==> src/rtl/tri_bus_reader_if.sv <==
// Bundle for the tri-state bus reader. It carries the host request, the bus
// driver handshake and the read results.
//   master : host / bus-driver side. Drives rd_start, bus_vld and bus_data.
//   slave  : reader side. Drives bus_req, rdata, rdy, timeout and busy.
interface tri_bus_reader_if #(
    parameter int WIDTH = 8
);
    logic             rd_start;
    logic             bus_req;
    logic             bus_vld;
    logic [WIDTH-1:0] bus_data;
    logic [WIDTH-1:0] rdata;
    logic             rdy;
    logic             timeout;
    logic             busy;

    modport master (
        output rd_start, bus_vld, bus_data,
        input  bus_req, rdata, rdy, timeout, busy
    );

    modport slave (
        input  rd_start, bus_vld, bus_data,
        output bus_req, rdata, rdy, timeout, busy
    );
endinterface

==> src/rtl/tri_bus_reader.sv <==
// Reads one word from a shared tri-state bus. On a host request it asks the
// bus driver to enable its output, waits up to TIMEOUT cycles for the driver
// strobe, and captures the word. It then spends one turnaround cycle before
// it accepts the next request.
// Ports:
//   clk  : clock; all state changes happen on the rising edge.
//   rst  : asynchronous, active-high reset.
//   bus  : tri_bus_reader_if.slave, which carries:
//            rd_start (in)  - host read request.
//            bus_vld  (in)  - driver strobe.
//            bus_data (in)  - bus data.
//            bus_req  (out) - request to the bus driver.
//            rdata    (out) - last captured word.
//            rdy      (out) - one-cycle pulse when rdata has been updated.
//            timeout  (out) - one-cycle pulse when a read is aborted.
//            busy     (out) - high in every state except IDLE.
//
// state | meaning
// IDLE  | waiting for rd_start
// WAIT  | bus_req high, waiting for bus_vld or the wait limit
// TURN  | one-cycle bus turnaround, bus_req low
module tri_bus_reader #(
    parameter int WIDTH   = 8,
    parameter int TIMEOUT = 8
) (
    input logic             clk,
    input logic             rst,
    tri_bus_reader_if.slave bus
);
    localparam int CW = $clog2(TIMEOUT + 1);

    typedef enum logic [1:0] {
        S_IDLE = 2'd0,
        S_WAIT = 2'd1,
        S_TURN = 2'd2
    } state_t;

    state_t           state_q;
    logic [CW-1:0]    cnt_q;
    logic             bus_req_q;
    logic             rdy_q;
    logic             timeout_q;
    logic             busy_q;
    logic [WIDTH-1:0] rdata_q;

    always_ff @(posedge clk or posedge rst) begin
        if (rst) begin
            state_q   <= S_IDLE;
            cnt_q     <= '0;
            bus_req_q <= 1'b0;
            rdy_q     <= 1'b0;
            timeout_q <= 1'b0;
            busy_q    <= 1'b0;
            rdata_q   <= '0;
        end else begin
            // Both pulses default low, so each one can only last one cycle.
            rdy_q     <= 1'b0;
            timeout_q <= 1'b0;
            case (state_q)
                S_IDLE: begin
                    if (bus.rd_start) begin
                        state_q   <= S_WAIT;
                        cnt_q     <= '0;
                        bus_req_q <= 1'b1;
                        busy_q    <= 1'b1;
                    end
                end
                S_WAIT: begin
                    // The strobe is tested first, so a word that arrives in
                    // the last allowed cycle is still captured.
                    if (bus.bus_vld) begin
                        rdata_q   <= bus.bus_data;
                        rdy_q     <= 1'b1;
                        bus_req_q <= 1'b0;
                        state_q   <= S_TURN;
                    end else if (cnt_q == CW'(TIMEOUT - 1)) begin
                        timeout_q <= 1'b1;
                        bus_req_q <= 1'b0;
                        state_q   <= S_TURN;
                    end else begin
                        cnt_q <= cnt_q + CW'(1);
                    end
                end
                S_TURN: begin
                    state_q <= S_IDLE;
                    busy_q  <= 1'b0;
                end
                default: begin
                    state_q   <= S_IDLE;
                    bus_req_q <= 1'b0;
                    busy_q    <= 1'b0;
                end
            endcase
        end
    end

    assign bus.bus_req = bus_req_q;
    assign bus.rdata   = rdata_q;
    assign bus.rdy     = rdy_q;
    assign bus.timeout = timeout_q;
    assign bus.busy    = busy_q;
endmodule

==> src/flat_wrapper.sv <==
// flat-port wrapper written by rule: the top's interface ports become plain ports
module tri_bus_reader_flat 
#(
    parameter int WIDTH   = 8,
    parameter int TIMEOUT = 8
)
  (clk, rst, bus_rd_start, bus_bus_vld, bus_bus_data, bus_bus_req, bus_rdata, bus_rdy, bus_timeout, bus_busy);
  tri_bus_reader_if #(.WIDTH(WIDTH)) bus_i ();
  input logic clk;
  input logic rst;
  input wire logic [$bits(bus_i.rd_start)-1:0] bus_rd_start;
  input wire logic [$bits(bus_i.bus_vld)-1:0] bus_bus_vld;
  input wire logic [$bits(bus_i.bus_data)-1:0] bus_bus_data;
  output wire logic [$bits(bus_i.bus_req)-1:0] bus_bus_req;
  output wire logic [$bits(bus_i.rdata)-1:0] bus_rdata;
  output wire logic [$bits(bus_i.rdy)-1:0] bus_rdy;
  output wire logic [$bits(bus_i.timeout)-1:0] bus_timeout;
  output wire logic [$bits(bus_i.busy)-1:0] bus_busy;
  assign bus_i.rd_start = bus_rd_start;
  assign bus_i.bus_vld = bus_bus_vld;
  assign bus_i.bus_data = bus_bus_data;
  assign bus_bus_req = bus_i.bus_req;
  assign bus_rdata = bus_i.rdata;
  assign bus_rdy = bus_i.rdy;
  assign bus_timeout = bus_i.timeout;
  assign bus_busy = bus_i.busy;
  tri_bus_reader #(.WIDTH(WIDTH), .TIMEOUT(TIMEOUT)) u_core (.clk(clk), .rst(rst), .bus(bus_i));
endmodule
==> config.mk <==
export PLATFORM = sky130hd
export DESIGN_NAME = tri_bus_reader_flat
export DESIGN_NICKNAME = d
export VERILOG_FILES = /design/src/rtl/tri_bus_reader_if.sv /design/src/rtl/tri_bus_reader.sv /design/src/flat_wrapper.sv
export SDC_FILE = /design/constraint.sdc
export NUM_CORES = 1
export LEC_CHECK = 0
export CORE_MARGIN = 2
export CORE_UTILIZATION = 43
export DETAILED_ROUTE_END_ITERATION = 7
export PLACE_DENSITY = 0.75
export SLEW_MARGIN = 20
export SYNTH_ARGS = -nofsm -noshare
export SYNTH_HDL_FRONTEND = slang
export SYNTH_SLANG_ARGS = --single-unit
==> constraint.sdc <==
create_clock -name clk -period 2 [get_ports clk]
set_input_delay 0.4 -clock clk [delete_from_list [all_inputs] [get_ports clk]]
set_output_delay 0.4 -clock clk [all_outputs]
set_load 0.02 [all_outputs]
Yosys cells after proc, flatten, opt, wreduce, memory -nomap -nowiden
Cells that the tools add are included.
Widths: inputs -> output; s select.
{"block": "totals", "ff_bits": 18, "output_inout_bits": 12, "elab_cells": 42}
{"block": "op_classes", "n_reduce_logical": 7, "n_eq_ne": 7, "addsub": 1, "mux": 18, "n_bitwise": 2}
{"cell": "$mux 4", "n": 3}
{"cell": "$mux 1", "n": 8}
{"cell": "$pmux 4 s2", "n": 1}
{"cell": "$mux 2", "n": 3}
{"cell": "$ne 2x2->1 const B", "n": 3}
{"cell": "$reduce_and 2->1", "n": 3}
{"cell": "$add 4x1->4 const B", "n": 1}
{"cell": "$eq 4x3->1 const B", "n": 1}
{"cell": "$pmux 2 s2", "n": 1}
{"cell": "$reduce_and 4->1", "n": 1}
{"cell": "$ne 3x2->1 const B", "n": 1}
{"cell": "$pmux 1 s3", "n": 1}
{"cell": "$reduce_and 3->1", "n": 1}
{"cell": "$eq 2x1->1 const B", "n": 1}
{"cell": "$eq 2x2->1 const B", "n": 1}
{"cell": "$logic_not 2->1", "n": 1}
{"cell": "$not 1->1", "n": 2}
{"cell": "$pmux 1 s2", "n": 1}
{"cell": "$reduce_bool 2->1", "n": 1}

Logic depth before layout (Yosys ltp)
Gate-level depths: netlist of run 1.
{"block": "logic_depth", "word_depth": 4, "ltp_mapped": 4, "ltp_nobuf": 4}

Least setup slack after synthesis of run 1
No wires, ideal clock.
{"block": "synth_timing", "path_kind": "register -> register", "startpoint": "register u_core.state_q[1]", "endpoint": "register u_core.cnt_q[3]", "setup_slack_ns": 0.471, "arrival_ns": 1.459, "stages_incl_launch_ff": 5, "setup_ns": 0.069, "cell_sequence": "dfrtp_1 or3b_1 clkbuf_1 or4_1 nand3_1"}
{"block": "synth_via", "elab_chain_len": 3}
{"item": "from (decl)", "line": "tri_bus_reader.sv:38", "source": "state_t state_q;"}
{"item": "from (signal assigned)", "line": "tri_bus_reader.sv:48", "source": "state_q <= S_IDLE;"}
{"item": "from (signal assigned)", "line": "tri_bus_reader.sv:62", "source": "state_q <= S_WAIT;"}
{"item": "from (signal assigned)", "line": "tri_bus_reader.sv:75", "source": "state_q <= S_TURN;"}
{"item": "$eq 2x1->1 / $logic_not 2->1 (equally long branches)", "line": "tri_bus_reader.sv:59", "source": "case (state_q)"}
{"item": "$ne 2x2->1 (no line) / $reduce_bool 2->1 (equally long branches)"}
{"item": "$reduce_and 4->1 (no line)"}
{"item": "to (signal assigned)", "line": "tri_bus_reader.sv:81", "source": "cnt_q <= cnt_q + CW'(1);"}
{"item": "to (decl)", "line": "tri_bus_reader.sv:39", "source": "logic [CW-1:0] cnt_q;"}
Several ways; a longest one is shown, not always the timed one.
A chain may end at the register's enable or synchronous reset.

Final worst setup path of run 1
{"block": "layout_timing", "startpoint": "register u_core.rdata_q[6] (netlist: u_core.bus.rdata[6])", "endpoint": "output port bus_rdata[6]"}
{"item": "from (decl)", "line": "tri_bus_reader.sv:44", "source": "logic [WIDTH-1:0] rdata_q;"}
{"item": "from (signal assigned)", "line": "tri_bus_reader.sv:72", "source": "rdata_q <= bus.bus_data;"}
{"item": "to (decl)", "line": "flat_wrapper.sv:15", "source": "output wire logic [$bits(bus_i.rdata)-1:0] bus_rdata;"}
No word-level cell between the ends.

==> summary.txt, run 1 <==
Setup path
  – Critical Path Max Stage Delay: 0.61 ns
  – Critical Path End Type: primary output
  – Slowest CP cell: clkdlybuf4s50_1
  – Startpoint Class: flip-flop
  – Critical setup path kind: flip-flop to primary output
  – Crit-path leading delay family: buffers and inverters
  – WP buf/inv: 1
  – Worst-path fanout max: 2
  – Crit path cell chain: clkdlybuf4s50_1
  – WP data arrival: 1.26 ns
  – Critical Path RT: 1.60 ns

Detailed routing
  – Antenna Nets Post-Route: 0
  – DRC viols: 0
  – Drt pass-1 iters: 3
  – DRT iter0 DRCs: 5
  – WL per Instance: 13.6 um
  – Vias per cell: 5.14
  – Final WL: 1.43 mm
  – Routed vias: 540

Floorplan
  – Die Y: 45.6 um
  – Core area: 1670 sq um
  – Die area: 2080 sq um
  – Die Wd: 45.6 um
  – FP Rows: 15
  – I/O pin cnt: 24
  – Initial Util: 0.445

Logic synthesis
  – Predominant post-synthesis flop cell: dfrtp_1
  – Commonest cells post-synth: dfrtp_1 (18), mux2_2 (8), nand3_1 (6)
  – Async SR Flop Fraction: 1.00
  – Syn_area_per_cell: 12.4 sq um
  – Register bit total from synthesis: 18
  – Cell taking the most area after synthesis: dfrtp_1
  – Post-synth top area share: 0.606
  – Synthesized Nets: 73
  – Yosys cell types: 22
  – Cells after Synth: 60
  – Largest cells by area after synthesis: dfrtp_1 (61%), mux2_2 (12%), nand3_1 (4.0%), a21oi_1 (2.7%), nand3b_1 (2.0%)
  – Seq/Total Area, Yosys: 0.606
  – Number of synthesized flops with an enable pin: 0
  – Area of the mapped netlist: 743 sq um
  – YS warnings: 0
  – Most frequent cell after synthesis: dfrtp_1

Place
  – Post-DP HPWL: 1.11 mm
  – Number of port buffers: 23
  – Area after DPL: 1010 sq um
  – Pre-CTS setup slack: 0.126 ns
  – Routability cong.: 0.818

Clock tree
  – Setup bufs post-CTS: 0
  – Clock sinks: 18
  – H-tree Lvls: 1
  – Hold-fix buffers, CTS: 0
  – Root buffer cell: clkbuf_4
  – CTS clk-pin slew, worst paths: 0.09 ns
  – Cts repair resizes: 0
  – Clock Tree Buf Depth: 2
  – Num CTS Buffers: 3
  – CTS tree: built
  – Worst-Skew Late Latency: 0.28 ns

Timing
  – Final min period: 1.66 ns
  – Hold Vio Cnt, Final: 0
  – Hold Slack: 0.425 ns
  – Clock Skews: 0.00229 ns
  – Achievable frequency: 604 MHz
  – Final Cycle Share: 0.828
  – Setup_tns: 0 ns
  – PnR worst setup slack: 0.343 ns
  – Max-slew violations: 0
  – Final setup violation count: 0
  – Least-Margin Pin Slew: 0.410 ns
  – RSZ-0062 raised after global routing: false
  – Slew margin rel.: 0.726

GRT
  – Largest net degree at the start of global routing: 19
  – First-pass GRT wire length: 2.37 mm
  – Tot GR Track Use: 0.164
  – Vias in the first global route: 557
  – Met1 Usage GRT: 0.211
  – Grt ovf: 0
  – Routing usage on met2: 0.248
  – Grt met3 use: 0.0476
  – Initial antenna violation count: 0
  – Global routing's busiest layer: met2

Cells and area
  – NumNets Final: 103
  – Post-route cell area: 1040 sq um
  – Area delta synth->final: 39.4%
  – Share of post-route cells with drive strength above 1: 0.170
  – Antenna diodes: 0

Power and ir drop
  – Clock Power Share: 0.117
  – Comb power frac: 0.460
  – Cell Pwr Density: 1390 nW/um^2
  – Int Pwr: 0.000940 W
  – Sequential Power Share: 0.423
  – Net Sw Frac: 0.348
  – Worst vdd ir: 753 uV
  – Switching pwr: 0.000502 W
  – Leakage: 0.460 nW

Job
  – Maxcap violations: 0

Outcome
  – Status: completed

Min path
  – Hold Crit Class: primary input to asynchronous set/reset pin
power groups by stage:
| stage | Sequential [W] | Combinational (W) | Clock, W |
|---|---|---|---|
| 3_5_place_dp | 0.000617 | 0.000671 | 0 |
| 4_1_cts | 0.000611 | 0.000674 | 0.000180 |
| 2_1_floorplan | 0.000734 | 0.000230 | 0 |
| 3_3_place_gp | 0.000605 | 0.000653 | 0 |
| 6_report | 0.000610 | 0.000663 | 0.000169 |
| 5_1_grt | 0.000627 | 0.000719 | 0.000196 |
final timing paths:
path | slack [ns] | startpoint | depth (start not counted) | end
max | 0.34 | u_core.bus.rdata[6] | 1 | bus_rdata[6]
max in group asynchronous | 1.39 | rst | 3 | u_core.bus.busy
max reg2reg | 0.50 | u_core.cnt_q[0] | 4 | u_core.cnt_q[3]
min in group clk | 0.51 | u_core.cnt_q[0] | 1 | u_core.cnt_q[0]
min | 0.43 | rst | 3 | u_core.bus.timeout
min reg2reg | 0.51 | u_core.cnt_q[0] | 1 | u_core.cnt_q[0]
layout make-up:
class / instances / area, sq um
Multi-Input combinational cell: 38 / 278
Inverter: 3 / 11.3
Timing Repair Buffer: 26 / 253
Tap cell: 17 / 21.3
Fill cell: 144 / 634
Clock buffer: 3 / 22.5
Sequential cell: 18 / 450
cells by family (layout without fill, tap and decap cells):
logic type                 after synthesis  in the layout  synth area share
AOI/OAI and AO/OA                        8              8            0.0657
adders and majority gates                1              1            0.0168
DFF                                     18             18             0.606
muxes                                    9              9             0.135
buffers and inverters                    4             32            0.0202
and+or+nand+nor                         20             20             0.157
metrics by stage:
step / power (W) / util / cells
floorplan: 0.000965 / - / 60
global placement: 0.00126 / 0.607 / 102
detailed placement: 0.00129 / 0.607 / 102
CTS: 0.00146 / 0.620 / 105
global route: 0.00154 / 0.620 / 105
finish: 0.00144 / 0.620 / 105
routing by layer:
layer	part of all wire	wire length (um)	up-vias
met5	0	0	-
met4	0	0	0
met3	0.023	33	0
met2	0.55	778	11
met1	0.43	613	258
li1	-	-	271
cell usage in the layout (no fill, tap or decap), types with 2 or more instances in the layout:
master and n:
nor2_1 3, dfrtp_1 18, nand2_1 2, nand3_1 6, inv_1 3, mux2_2 8
a21oi_1 4, buf_4 3, clkdlybuf4s50_1 23, clkbuf_4 3, nand3b_1 2
registers in the layout, indices dropped and copies added, names as in the netlist:
name                cells
u_core.bus.rdy          1
u_core.bus.timeout      1
u_core.cnt_q            4
u_core.bus.rdata        8
u_core.state_q          2
u_core.bus.bus_req      1
u_core.bus.busy         1
worst reg2reg max path, delay by kind of cell (launching register included):
kind,cells,cell delay (ns)
DFF,1,0.42
and+or+nand+nor,3,0.76
adders and majority gates,1,0.26
(Power assumes the default switching activity.)
==> run 2: changes to the inputs <==
--- a/config.mk
+++ b/config.mk
@@ -6,9 +6,9 @@
 export NUM_CORES = 1
 export LEC_CHECK = 0
 export CORE_MARGIN = 2
-export CORE_UTILIZATION = 43
+export CORE_UTILIZATION = 39
 export DETAILED_ROUTE_END_ITERATION = 7
-export PLACE_DENSITY = 0.75
+export PLACE_DENSITY = 0.72
 export SLEW_MARGIN = 20
 export SYNTH_ARGS = -nofsm -noshare
 export SYNTH_HDL_FRONTEND = slang
==> constraint.sdc (replaced) <==
create_clock -name clk -period 1.5 [get_ports clk]
set_input_delay 0.3 -clock clk [delete_from_list [all_inputs] [get_ports clk]]
set_output_delay 0.3 -clock clk [all_outputs]
set_load 0.02 [all_outputs]
==> run 2 against run 1 <==
Effect of this change: clock power grew 73%; worst hold slack lost 0.10 ns; count of clock-buffer cells in the layout grew 1; register-to-register slack lost 0.44 ns; combinational power grew 38%; critical path type is now flip-flop to flip-flop; highest routed layer is now met4.
==> summary.txt, run 2 (synthesis gave the netlist of run 1 again) <==
Cells and area
  – Antenna diodes: 0
  – Most common cell after layout, fill and taps aside: dfrtp_1
  – Share of post-route cells with drive strength above 1: 0.258
  – NumNets Final: 111
  – Max reg flops: 8
  – Most frequent cells in the layout: dfrtp_1 (18), dlygate4sd2_1 (12), clkdlybuf4s50_1 (11)
  – Area delta synth->final: 50.7%
  – Post-route cell area: 1120 sq um
  – Filler cells: 150
  – Util after Layout: 0.635

Power and ir drop
  – Leakage: 0.535 nW
  – Switching pwr: 0.000692 W
  – Comb power frac: 0.459
  – Cell Pwr Density: 1770 nW/um^2
  – Clock Power Share: 0.147
  – Int Pwr: 0.00130 W
  – Worst vdd ir: 890 uV
  – Net Sw Frac: 0.348
  – Sequential Power Share: 0.394

Detailed routing
  – Vias per cell: 4.93
  – Final WL: 1.49 mm
  – Antenna Nets Post-Route: 0
  – WL per Instance: 12.2 um
  – Routed vias: 602
  – DRC viols: 0
  – DRT iter0 DRCs: 2
  – Drt pass-1 iters: 4

Clock tree
  – H-tree Lvls: 1
  – Clock Tree Buf Depth: 2
  – CTS tree: built
  – Clock sinks: 18
  – Num CTS Buffers: 3
  – Worst-Skew Late Latency: 0.28 ns
  – Hold-fix buffers, CTS: 0
  – Root buffer cell: clkbuf_4
  – CTS clk-pin slew, worst paths: 0.10 ns

GRT
  – Grt met3 use: 0.0226
  – Vias in the first global route: 551
  – Routing usage on met2: 0.232
  – Grt ovf: 0
  – First-pass GRT wire length: 2.34 mm
  – Largest net degree at the start of global routing: 19
  – Initial antenna violation count: 0
  – Tot GR Track Use: 0.150
  – Global routing's busiest layer: met2
  – Met1 Usage GRT: 0.202

Setup path
  – Crit path cell chain: or3b_1 > or4_1 > nand3_1
  – Critical Path RT: 1.73 ns
  – Slowest CP cell: or4_1
  – Worst-path fanout max: 4
  – Startpoint Class: flip-flop
  – Critical setup path kind: flip-flop to flip-flop
  – WP data arrival: 1.67 ns
  – Critical Path Max Stage Delay: 0.50 ns
  – Critical Path End Type: flip-flop

Floorplan
  – I/O pin cnt: 24
  – Initial Util: 0.421
  – FP Rows: 15
  – Die Wd: 47.7 um
  – Core area: 1760 sq um
  – Die Y: 47.7 um
  – Die area: 2270 sq um

Timing
  – Hold Slack: 0.325 ns
  – Clock Skews: 0.00111 ns
  – Final Cycle Share: 0.959
  – RSZ-0062 raised after global routing: false
  – Achievable frequency: 695 MHz
  – Final setup violation count: 0
  – Hold Vio Cnt, Final: 0
  – Max-slew violations: 0
  – PnR worst setup slack: 0.0617 ns
  – Setup_tns: 0 ns
  – Least-Margin Pin Slew: 0.233 ns
  – Slew margin rel.: 0.845
  – Final min period: 1.44 ns

Outcome
  – Status: completed

Place
  – Routability cong.: 0.771
  – Pre-CTS setup slack: -0.268 ns
  – Number of port buffers: 23
  – Area after DPL: 1080 sq um
  – Post-DP HPWL: 1.14 mm

Min path
  – Hold Crit Class: primary input to asynchronous set/reset pin

Job
  – Maxcap violations: 0
## run 2: cell count changes in the layout (fill, tap and decap cells not counted), sizes merged
| cell | change |
|---|---|
| clkbuf | +1 |
| clkdlybuf4s50 | -12 |
| dlygate4sd2 | +12 |
| buf | +8 |
## run 2: stage by stage
step | std cells | total power (W)
3_5_place_dp | 116 | 0.00179
3_3_place_gp | 116 | 0.00176
5_1_grt | 122 | 0.00213
4_1_cts | 120 | 0.00197
6_report | 122 | 0.00199
2_1_floorplan | 60 | 0.00129
## run 2: final timing paths
check / start / end / slack, ns / depth (start not counted)
max: u_core.state_q[0] / u_core.cnt_q[3] / 0.06 / 3
min: rst / u_core.cnt_q[1] / 0.33 / 3
max reg2reg: u_core.state_q[0] / u_core.cnt_q[3] / 0.06 / 3
min reg2reg: u_core.bus.rdata[7] / u_core.bus.rdata[7] / 0.51 / 1
max in group asynchronous: rst / u_core.bus.rdata[6] / 0.98 / 3
min in group clk: u_core.bus.rdata[7] / u_core.bus.rdata[7] / 0.51 / 1
## run 2: layout make-up
| cell class | instances | area (sq um) | share of cell area |
|---|---|---|---|
| flip-flops and latches | 18 | 450 | 0.402 |
| well taps | 25 | 31.3 | 0.0279 |
| multi-input cells | 38 | 280 | 0.250 |
| clock buffers | 4 | 36.3 | 0.0324 |
| repair buffers | 34 | 310 | 0.277 |
| inverters | 3 | 11.3 | 0.0101 |
## run 2: worst max-delay path: cells and delay by family (launching register included)
family	cells	cell delay, ns
and+or+nand+nor	3	0.96
DFF	1	0.43
## run 2: layer usage
metal  wire, um  up-vias
li1           -      289
met1        662      291
met2        760       20
met3         58        2
met4         12        0
met5          0        -
## run 2: power by group through the flow
| stage | sequential [W] | combinational [W] | clock, W |
|---|---|---|---|
| after floorplan | 0.000979 | 0.000309 | 0 |
| after global placement | 0.000793 | 0.000964 | 0 |
| after detailed placement | 0.000806 | 0.000983 | 0 |
| after CTS | 0.000791 | 0.000880 | 0.000301 |
| after global routing | 0.000814 | 0.000989 | 0.000324 |
| final | 0.000783 | 0.000912 | 0.000292 |
## run 2: repair_timing
| action | 4_1_cts | 5_1_grt |
|---|---|---|
| setup endpoints to repair | 12 | 1 |
| buffers inserted | 0 | 2 |
| gates resized for setup | 12 | 1 |
| pin swaps | 0 | 1 |
